File: src/rtl/controller_pkg.sv
// controller_pkg: shared encodings for the multi-cycle RISC-V controller.
// Holds the sequencer state enum, the supported opcodes and the
// encodings of the ALUOp / ResultSrc / ALUSrcA / ALUSrcB selects.
package controller_pkg;

    typedef enum logic [3:0] {
        FETCH    = 4'd0,
        DECODE   = 4'd1,
        MEMADR   = 4'd2,
        MEMREAD  = 4'd3,
        MEMWB    = 4'd4,
        MEMWRITE = 4'd5,
        EXECUTER = 4'd6,
        EXECUTEI = 4'd7,
        ALUWB    = 4'd8,
        BEQ      = 4'd9,
        JAL      = 4'd10
    } statetype;

    localparam logic [6:0] OP_LW  = 7'b0000011;
    localparam logic [6:0] OP_SW  = 7'b0100011;
    localparam logic [6:0] OP_R   = 7'b0110011;
    localparam logic [6:0] OP_I   = 7'b0010011;
    localparam logic [6:0] OP_BEQ = 7'b1100011;
    localparam logic [6:0] OP_JAL = 7'b1101111;

    localparam logic [1:0] ALUOP_ADD   = 2'b00;
    localparam logic [1:0] ALUOP_SUB   = 2'b01;
    localparam logic [1:0] ALUOP_FUNCT = 2'b10;

    localparam logic [1:0] RES_ALUOUT    = 2'b00;
    localparam logic [1:0] RES_DATA      = 2'b01;
    localparam logic [1:0] RES_ALURESULT = 2'b10;

    localparam logic [1:0] SRCA_PC    = 2'b00;
    localparam logic [1:0] SRCA_OLDPC = 2'b01;
    localparam logic [1:0] SRCA_RS1   = 2'b10;

    localparam logic [1:0] SRCB_RS2  = 2'b00;
    localparam logic [1:0] SRCB_IMM  = 2'b01;
    localparam logic [1:0] SRCB_FOUR = 2'b10;

endpackage

File: src/rtl/main_fsm.sv
// main_fsm: multi-cycle Moore sequencer for the RISC-V controller.
// Steps each instruction through fetch/decode/execute/memory/writeback and
// drives the datapath enables and mux selects. FETCH, MEMREAD and MEMWRITE
// stall on mem_ready so a slow unified memory can hold the sequence.
// Ports:
//   clk, reset (async, active low)
//   op         instr[6:0] from the IR (sampled in DECODE and MEMADR)
//   mem_ready  memory access completes this cycle
//   Branch, PCUpdate, RegWrite, MemWrite, IRWrite  datapath strobes
//   AdrSrc, ResultSrc, ALUSrcA, ALUSrcB, ALUOp     datapath selects
//   illegal_op one-cycle pulse on an unsupported opcode in DECODE
//   state      current state encoding for debug/trace
module main_fsm
    import controller_pkg::*;
(
    input  logic       clk,
    input  logic       reset,
    input  logic [6:0] op,
    input  logic       mem_ready,
    output logic       Branch,
    output logic       PCUpdate,
    output logic       RegWrite,
    output logic       MemWrite,
    output logic       IRWrite,
    output logic       AdrSrc,
    output logic [1:0] ResultSrc,
    output logic [1:0] ALUSrcA,
    output logic [1:0] ALUSrcB,
    output logic [1:0] ALUOp,
    output logic       illegal_op,
    output logic [3:0] state
);

    statetype state_q, state_d;

    always_ff @(posedge clk or negedge reset) begin
        if (!reset) state_q <= FETCH;
        else        state_q <= state_d;
    end

    assign state = state_q;

    // Next-state logic
    always_comb begin
        state_d = FETCH;
        case (state_q)
            FETCH:    state_d = mem_ready ? DECODE : FETCH;
            DECODE: begin
                case (op)
                    OP_LW, OP_SW: state_d = MEMADR;
                    OP_R:         state_d = EXECUTER;
                    OP_I:         state_d = EXECUTEI;
                    OP_BEQ:       state_d = BEQ;
                    OP_JAL:       state_d = JAL;
                    default:      state_d = FETCH;
                endcase
            end
            MEMADR: begin
                if (op == OP_LW)      state_d = MEMREAD;
                else if (op == OP_SW) state_d = MEMWRITE;
                else                  state_d = FETCH;
            end
            MEMREAD:  state_d = mem_ready ? MEMWB : MEMREAD;
            MEMWB:    state_d = FETCH;
            MEMWRITE: state_d = mem_ready ? FETCH : MEMWRITE;
            EXECUTER: state_d = ALUWB;
            EXECUTEI: state_d = ALUWB;
            ALUWB:    state_d = FETCH;
            BEQ:      state_d = FETCH;
            JAL:      state_d = ALUWB;
            default:  state_d = FETCH;
        endcase
    end

    // Output decode. Outputs depend on mem_ready in the stalling states, so
    // they are decoded from the state register rather than registered.
    always_comb begin
        Branch     = 1'b0;
        PCUpdate   = 1'b0;
        RegWrite   = 1'b0;
        MemWrite   = 1'b0;
        IRWrite    = 1'b0;
        AdrSrc     = 1'b0;
        ResultSrc  = 2'b00;
        ALUSrcA    = 2'b00;
        ALUSrcB    = 2'b00;
        ALUOp      = 2'b00;
        illegal_op = 1'b0;
        case (state_q)
            FETCH: begin
                ALUSrcA   = SRCA_PC;
                ALUSrcB   = SRCB_FOUR;
                ALUOp     = ALUOP_ADD;
                ResultSrc = RES_ALURESULT;
                IRWrite   = mem_ready;
                PCUpdate  = mem_ready;
            end
            DECODE: begin
                // Branch target precompute: OldPC + ImmExt
                ALUSrcA = SRCA_OLDPC;
                ALUSrcB = SRCB_IMM;
                ALUOp   = ALUOP_ADD;
                case (op)
                    OP_LW, OP_SW, OP_R, OP_I, OP_BEQ, OP_JAL: illegal_op = 1'b0;
                    default:                                 illegal_op = 1'b1;
                endcase
            end
            MEMADR: begin
                ALUSrcA = SRCA_RS1;
                ALUSrcB = SRCB_IMM;
                ALUOp   = ALUOP_ADD;
            end
            MEMREAD: begin
                ResultSrc = RES_ALUOUT;
                AdrSrc    = 1'b1;
            end
            MEMWB: begin
                ResultSrc = RES_DATA;
                RegWrite  = 1'b1;
            end
            MEMWRITE: begin
                ResultSrc = RES_ALUOUT;
                AdrSrc    = 1'b1;
                MemWrite  = mem_ready;
            end
            EXECUTER: begin
                ALUSrcA = SRCA_RS1;
                ALUSrcB = SRCB_RS2;
                ALUOp   = ALUOP_FUNCT;
            end
            EXECUTEI: begin
                ALUSrcA = SRCA_RS1;
                ALUSrcB = SRCB_IMM;
                ALUOp   = ALUOP_FUNCT;
            end
            ALUWB: begin
                ResultSrc = RES_ALUOUT;
                RegWrite  = 1'b1;
            end
            BEQ: begin
                ALUSrcA   = SRCA_RS1;
                ALUSrcB   = SRCB_RS2;
                ALUOp     = ALUOP_SUB;
                ResultSrc = RES_ALUOUT;
                Branch    = 1'b1;
            end
            JAL: begin
                // ALU forms OldPC+4 for the link; ALUOut (jump target) goes to PC
                ALUSrcA   = SRCA_OLDPC;
                ALUSrcB   = SRCB_FOUR;
                ALUOp     = ALUOP_ADD;
                ResultSrc = RES_ALUOUT;
                PCUpdate  = 1'b1;
            end
            default: ;
        endcase

        // While reset is held no strobe may fire, even before the async clear
        // of the state register has propagated; selects show FETCH values.
        if (!reset) begin
            Branch     = 1'b0;
            PCUpdate   = 1'b0;
            RegWrite   = 1'b0;
            MemWrite   = 1'b0;
            IRWrite    = 1'b0;
            illegal_op = 1'b0;
            AdrSrc     = 1'b0;
            ResultSrc  = RES_ALURESULT;
            ALUSrcA    = SRCA_PC;
            ALUSrcB    = SRCB_FOUR;
            ALUOp      = ALUOP_ADD;
        end
    end

endmodule

File: config.mk
export PLATFORM = sky130hd
export DESIGN_NAME = main_fsm
export DESIGN_NICKNAME = d
export VERILOG_FILES = /design/src/rtl/controller_pkg.sv /design/src/rtl/main_fsm.sv
export SDC_FILE = /design/constraint.sdc
export NUM_CORES = 1
export LEC_CHECK = 0
export BUFFER_PORTS_ARGS = -buffer_cell sky130_fd_sc_hd__buf_2
export CAP_MARGIN = 20
export CORE_AREA = 2 2 39 41
export CTS_BUF_LIST = sky130_fd_sc_hd__clkbuf_16
export CTS_CLUSTER_SIZE = 10
export DETAILED_ROUTE_END_ITERATION = 8
export DIE_AREA = 0 0 41 43
export PLACE_DENSITY = 0.76
export SYNTH_ARGS = -nofsm -noshare
export SYNTH_HDL_FRONTEND = slang
export SYNTH_SLANG_ARGS = --single-unit
export TNS_END_PERCENT = 10
File: constraint.sdc
create_clock -name clk -period 3.1 [get_ports clk]
set_clock_uncertainty 0.2 [all_clocks]
set_input_delay 0.155 -clock clk [delete_from_list [all_inputs] [get_ports clk]]
set_output_delay 0.155 -clock clk [all_outputs]
set_load 0.02 [all_outputs]
* Yosys cells after proc, flatten, opt, wreduce, memory -nomap -nowiden
Index checks and enable logic that the tools add are counted.
** Word-level totals
- Register bits after elaboration :: 4
- Input port bits :: 10
- Output and inout port bits :: 19
- Word-level logic and storage cells :: 58
** Operators by class
- Equality and inequality tests :: 16
- Muxes and demuxes :: 30
- Reductions and logical operators :: 11
** Operators with widths (number)
- $pmux 4 s6 :: 1
- $pmux 4 s5 :: 1
- $eq 4x3->1 const B :: 4
- $pmux 2 s2 :: 4
- $mux 1 :: 15
- $eq 7x6->1 const B :: 2
- $eq 7x7->1 const B :: 2
- $eq 4x4->1 const B :: 3
- $mux 3 :: 4
- $reduce_or 2->1 :: 6
- $eq 4x2->1 const B :: 2
- $mux 2 :: 4
- $eq 7x2->1 const B :: 1
- $eq 7x5->1 const B :: 1
- $reduce_or 3->1 :: 2
- $reduce_or 6->1 :: 1
- $eq 4x1->1 const B :: 1
- $logic_not 4->1 :: 1
- $reduce_or 4->1 :: 1
- $pmux 1 s2 :: 1

* Depth between registers and ports, before layout
- Depth after elaboration :: 5
- Depth in mapped cells :: 5
- Gate-level depth less buffers :: 4

* Worst setup path after synthesis
Ideal clock, no wire load.
- Path kind :: register to output
- Start :: reg state_q[3] (netlist: state[3])
- End :: out ALUOp[0]
- Data arrival time :: 1.621 ns
- Required time :: 2.745 ns
- Path slack :: 1.124 ns
- Cell stages (with the launch flop) :: 5
- Path buffers :: 2
- Cells stage by stage :: dfrtp_1 -> buf_2 -> nand3_1 -> nor3_1 -> buf_4
** On the way
- Longest elaborated chain between the ends :: 4
- Elaborated cells on any way between the ends :: 6
- Those cells by class :: 3 x eq/ne; 2 x mux; 1 x reduce/logical
** Ends and longest elaborated chain
- start: declaration :: RTL line main_fsm.sv:34 : statetype state_q, state_d;
- start signal: assignment :: RTL line main_fsm.sv:38 : else state_q <= state_d;
- $eq 4x3->1 :: RTL line main_fsm.sv:89 : case (state_q)
- $reduce_or 2->1 (no line)
- $pmux 2 s2 (*) :: RTL line main_fsm.sv:89
- $mux 2 (*) :: RTL line main_fsm.sv:160 : if (!reset) begin
- end: declaration :: RTL line main_fsm.sv:29 : output logic [1:0] ALUOp,
Mark *: on every way between the ends. The rest lies on a longest branch, timed or not.

* Worst setup path after layout
- Start :: in op[5]
- End :: out illegal_op
** On the way
- Longest elaborated chain between the ends :: 5
- Elaborated cells on any way between the ends :: 10
- Those cells by class :: 6 x eq/ne; 3 x mux; 1 x reduce/logical
** Ends and longest elaborated chain
- start: declaration :: RTL line main_fsm.sv:18 : input logic [6:0] op,
- $eq 7x2->1 (tied with other cells) :: RTL line main_fsm.sv:103 : case (op)
- $reduce_or 6->1 (*) :: RTL line main_fsm.sv:103
- $mux 1 (*) :: RTL line main_fsm.sv:103
- $mux 1 (*) :: RTL line main_fsm.sv:89
- $mux 1 (*) :: RTL line main_fsm.sv:160
- end: declaration :: RTL line main_fsm.sv:30 : output logic illegal_op,
Marks and branches as above.

==> metrics.yaml <==
syn-num-nets: 85
die_h_um: 43
cts_tree: "yes"
areaGrowthSynthToFinish_pct: 35.7
drt_iter0_markers: 19
grt_first_pass_wirelength_um: 2510
yosys_warnings: 0
tns_ns: 0
period_share_pct: 65.3
largest_reg_flops: 4
die-area_mm2: 0.00176
ys_ff_latch: 4
avgViaCountPerCell: 5.75
drive_gt1_share_pct: 38.2
fin_util_pct: 56.3
htree_levels: 1
gr-total-overflow: 0
switching_share_pct: 24.6
p_int_uw: 246
numCtsBuffers: 3
critPathLaunchType: "primary input"
dp_cells: 113
antenna_found_initial: 0
pwr-share-clk_pct: 61.5
grt_usage_pct: 20.9
pwr-share-comb_pct: 19.9
root_buffer: "clkbuf_16"
fp-row-count: 14
syn_area_um2: 574
path_max_fanout: 4
nFillCells: 133
core_mm2: 0.00138
start_util_pct: 41.5
p_seq_share_pct: 18.5
ys_types: 37
worstSetupPathType: "in -> out"
p_leak_nw: 0.390
drv_slew: 0
die_w_um: 41
tightest_slew_ns: 0.512
pre_cts_ws_ns: 1.36
seqCellArea_um2: 100
place.detailed.hpwl_um: 1100
clock-sinks: 4
netlist_instances: 75
hold_viol: 0
first_pass_iters: 4
p_per_area_mw_per_mm2: 419
fmax_ghz: 0.494
drc: 0
min_path_type: "in -> reg"
grt_max_degree: 16
multi_input_area_um2: 403
n_antenna_cell: 0
ios: 29
status: "completed"
avgSynthCellArea_um2: 7.66
final-setup-viol-count: 0
setup_ws_ns: 1.08
clk_pin_slew_ns: 0.03
fin_nets: 114
post_drt_wl_per_cell_um: 13.2
worstPathArrival_ns: 1.67
p_sw_uw: 80.5
max-slew-margin-rel_pct: 65.9
crit_path_end_kind: "output port"
wl_um: 1560
required_ns: 2.74
ir_drop_uv: 281
ctsResizeCount: 0
cts_buffer_depth: 2
min_period_ns: 2.02
cap_violations: 0
final_cells: 118
worstSkewPairLatency_ns: 0.23
seq_area_frac_synth_pct: 17.4
ant_nets: 0
port-buffer-count: 28
grt_pass1_vias: 605
gp_congestion: 0.806
rsz0062_at_grt: "no"
route.vias.total: 679
[cell type report]
type	count	area share, %
clock buffers	3	9.63
repair buffers	30	20.5
flip-flops and latches	4	12.8
multi-input cells	60	51.7
inverters	5	2.73
well taps	16	2.57
[worst max-delay path: stages]
cell	delay, ns
dlygate4sd3_1	0.53
buf_2	0.14
and3b_1	0.19
and3_4	0.18
a21o_1	0.14
a31oi_1	0.15
buf_2	0.18
[power by group through the flow]
stage               registers, mW  clock network (mW)  logic [mW]
floorplan                  0.0583                   0      0.0446
global placement           0.0605                   0      0.0616
detailed placement         0.0605                   0      0.0625
CTS                        0.0601               0.202      0.0650
global route               0.0607               0.206      0.0712
finish                     0.0604               0.201      0.0651
[cells in the final DEF, fill, tap and decap left out, types with 2 or more instances in the layout]
master,synthesis,final
and3_1,4,4
o21ai_0,3,3
o211ai_1,3,3
xnor2_1,2,2
nor3_1,4,4
a31oi_1,2,2
nand3_1,3,3
nand2b_1,5,5
mux2i_1,2,2
clkbuf_16,0,3
dfrtp_1,4,4
nor2_1,4,4
dlygate4sd3_1,0,2
nand4_1,2,2
nor4_1,2,2
buf_2,1,28
o21ai_1,4,4
nand2_1,4,4
inv_1,4,4
[metrics by stage]
step	power (mW)	hold slack [ns]	area, um^2
floorplan	0.103	-0.341	574
global placement	0.122	-0.173	684
detailed placement	0.123	-0.172	684
CTS	0.327	0.0761	779
global route	0.338	0.118	779
finish	0.327	0.0797	779
[cell usage after synthesis (all sizes together)]
| cell type | count | area share, % |
|---|---|---|
| mux2 | 1 | 2.0 |
| nor2b | 1 | 1.1 |
| o21a | 1 | 1.3 |
| a32oi | 1 | 1.5 |
| xnor2 | 2 | 3.1 |
| nor2 | 5 | 3.7 |
| inv | 5 | 3.7 |
| mux2i | 2 | 3.5 |
| nor3b | 2 | 3.5 |
| nand2 | 4 | 2.6 |
| o21ai | 7 | 6.1 |
| nor4b | 1 | 4.1 |
| o211ai | 3 | 3.9 |
| and3 | 6 | 7.6 |
| buf | 5 | 8.1 |
| and3b | 1 | 1.5 |
| nand2b | 5 | 5.4 |
| nand4 | 2 | 2.2 |
| dfrtp | 4 | 17 |
| nor3 | 5 | 5.2 |
| o41ai | 1 | 1.5 |
| a21oi | 1 | 0.87 |
| a31oi | 2 | 2.2 |
| or3 | 1 | 1.1 |
| nor4 | 2 | 2.2 |
| a21o | 1 | 1.3 |
| clkbuf | 1 | 0.65 |
| nand3 | 3 | 2.6 |
[logic make-up (layout without fill, tap and decap cells)]
logic type / Yosys count / count (layout) / synth area share, %
simple gates: 38 / 38 / 42.9
compound gates: 17 / 17 / 18.7
buf+inv: 11 / 38 / 12.4
flops: 4 / 4 / 17.4
mux: 3 / 3 / 5.45
xor+xnor: 2 / 2 / 3.05
[path summary, 6_finish.rpt]
path	depth (start not counted)	to	startpoint	slack, ns
min in group asynchronous	2	state[0]	reset	0.14
min reg2reg	2	state[1]	state[1]	0.62
max in group asynchronous	2	state[3]	reset	2.36
max	7	illegal_op	op[5]	1.08
max reg2reg	4	state[1]	state[3]	1.44
min	3	state[2]	op[0]	0.08
[layer usage]
layer	vias to the layer above	track usage [%]	share of wire, %
li1	330	-	-
met1	319	24.9	44
met2	28	31.9	50
met3	2	5.24	5.1
met4	0	12.7	0.83
met5	-	0	0
[what timing repair did]
| action | in CTS | in global routing |
|---|---|---|
| setup buffers | 0 | 0 |
| hold endpoints to repair | 5 | 0 |
| hold buffers | 2 | 0 |
| setup endpoints to repair | 0 | 0 |
Power figures use the tool's default switching activity.
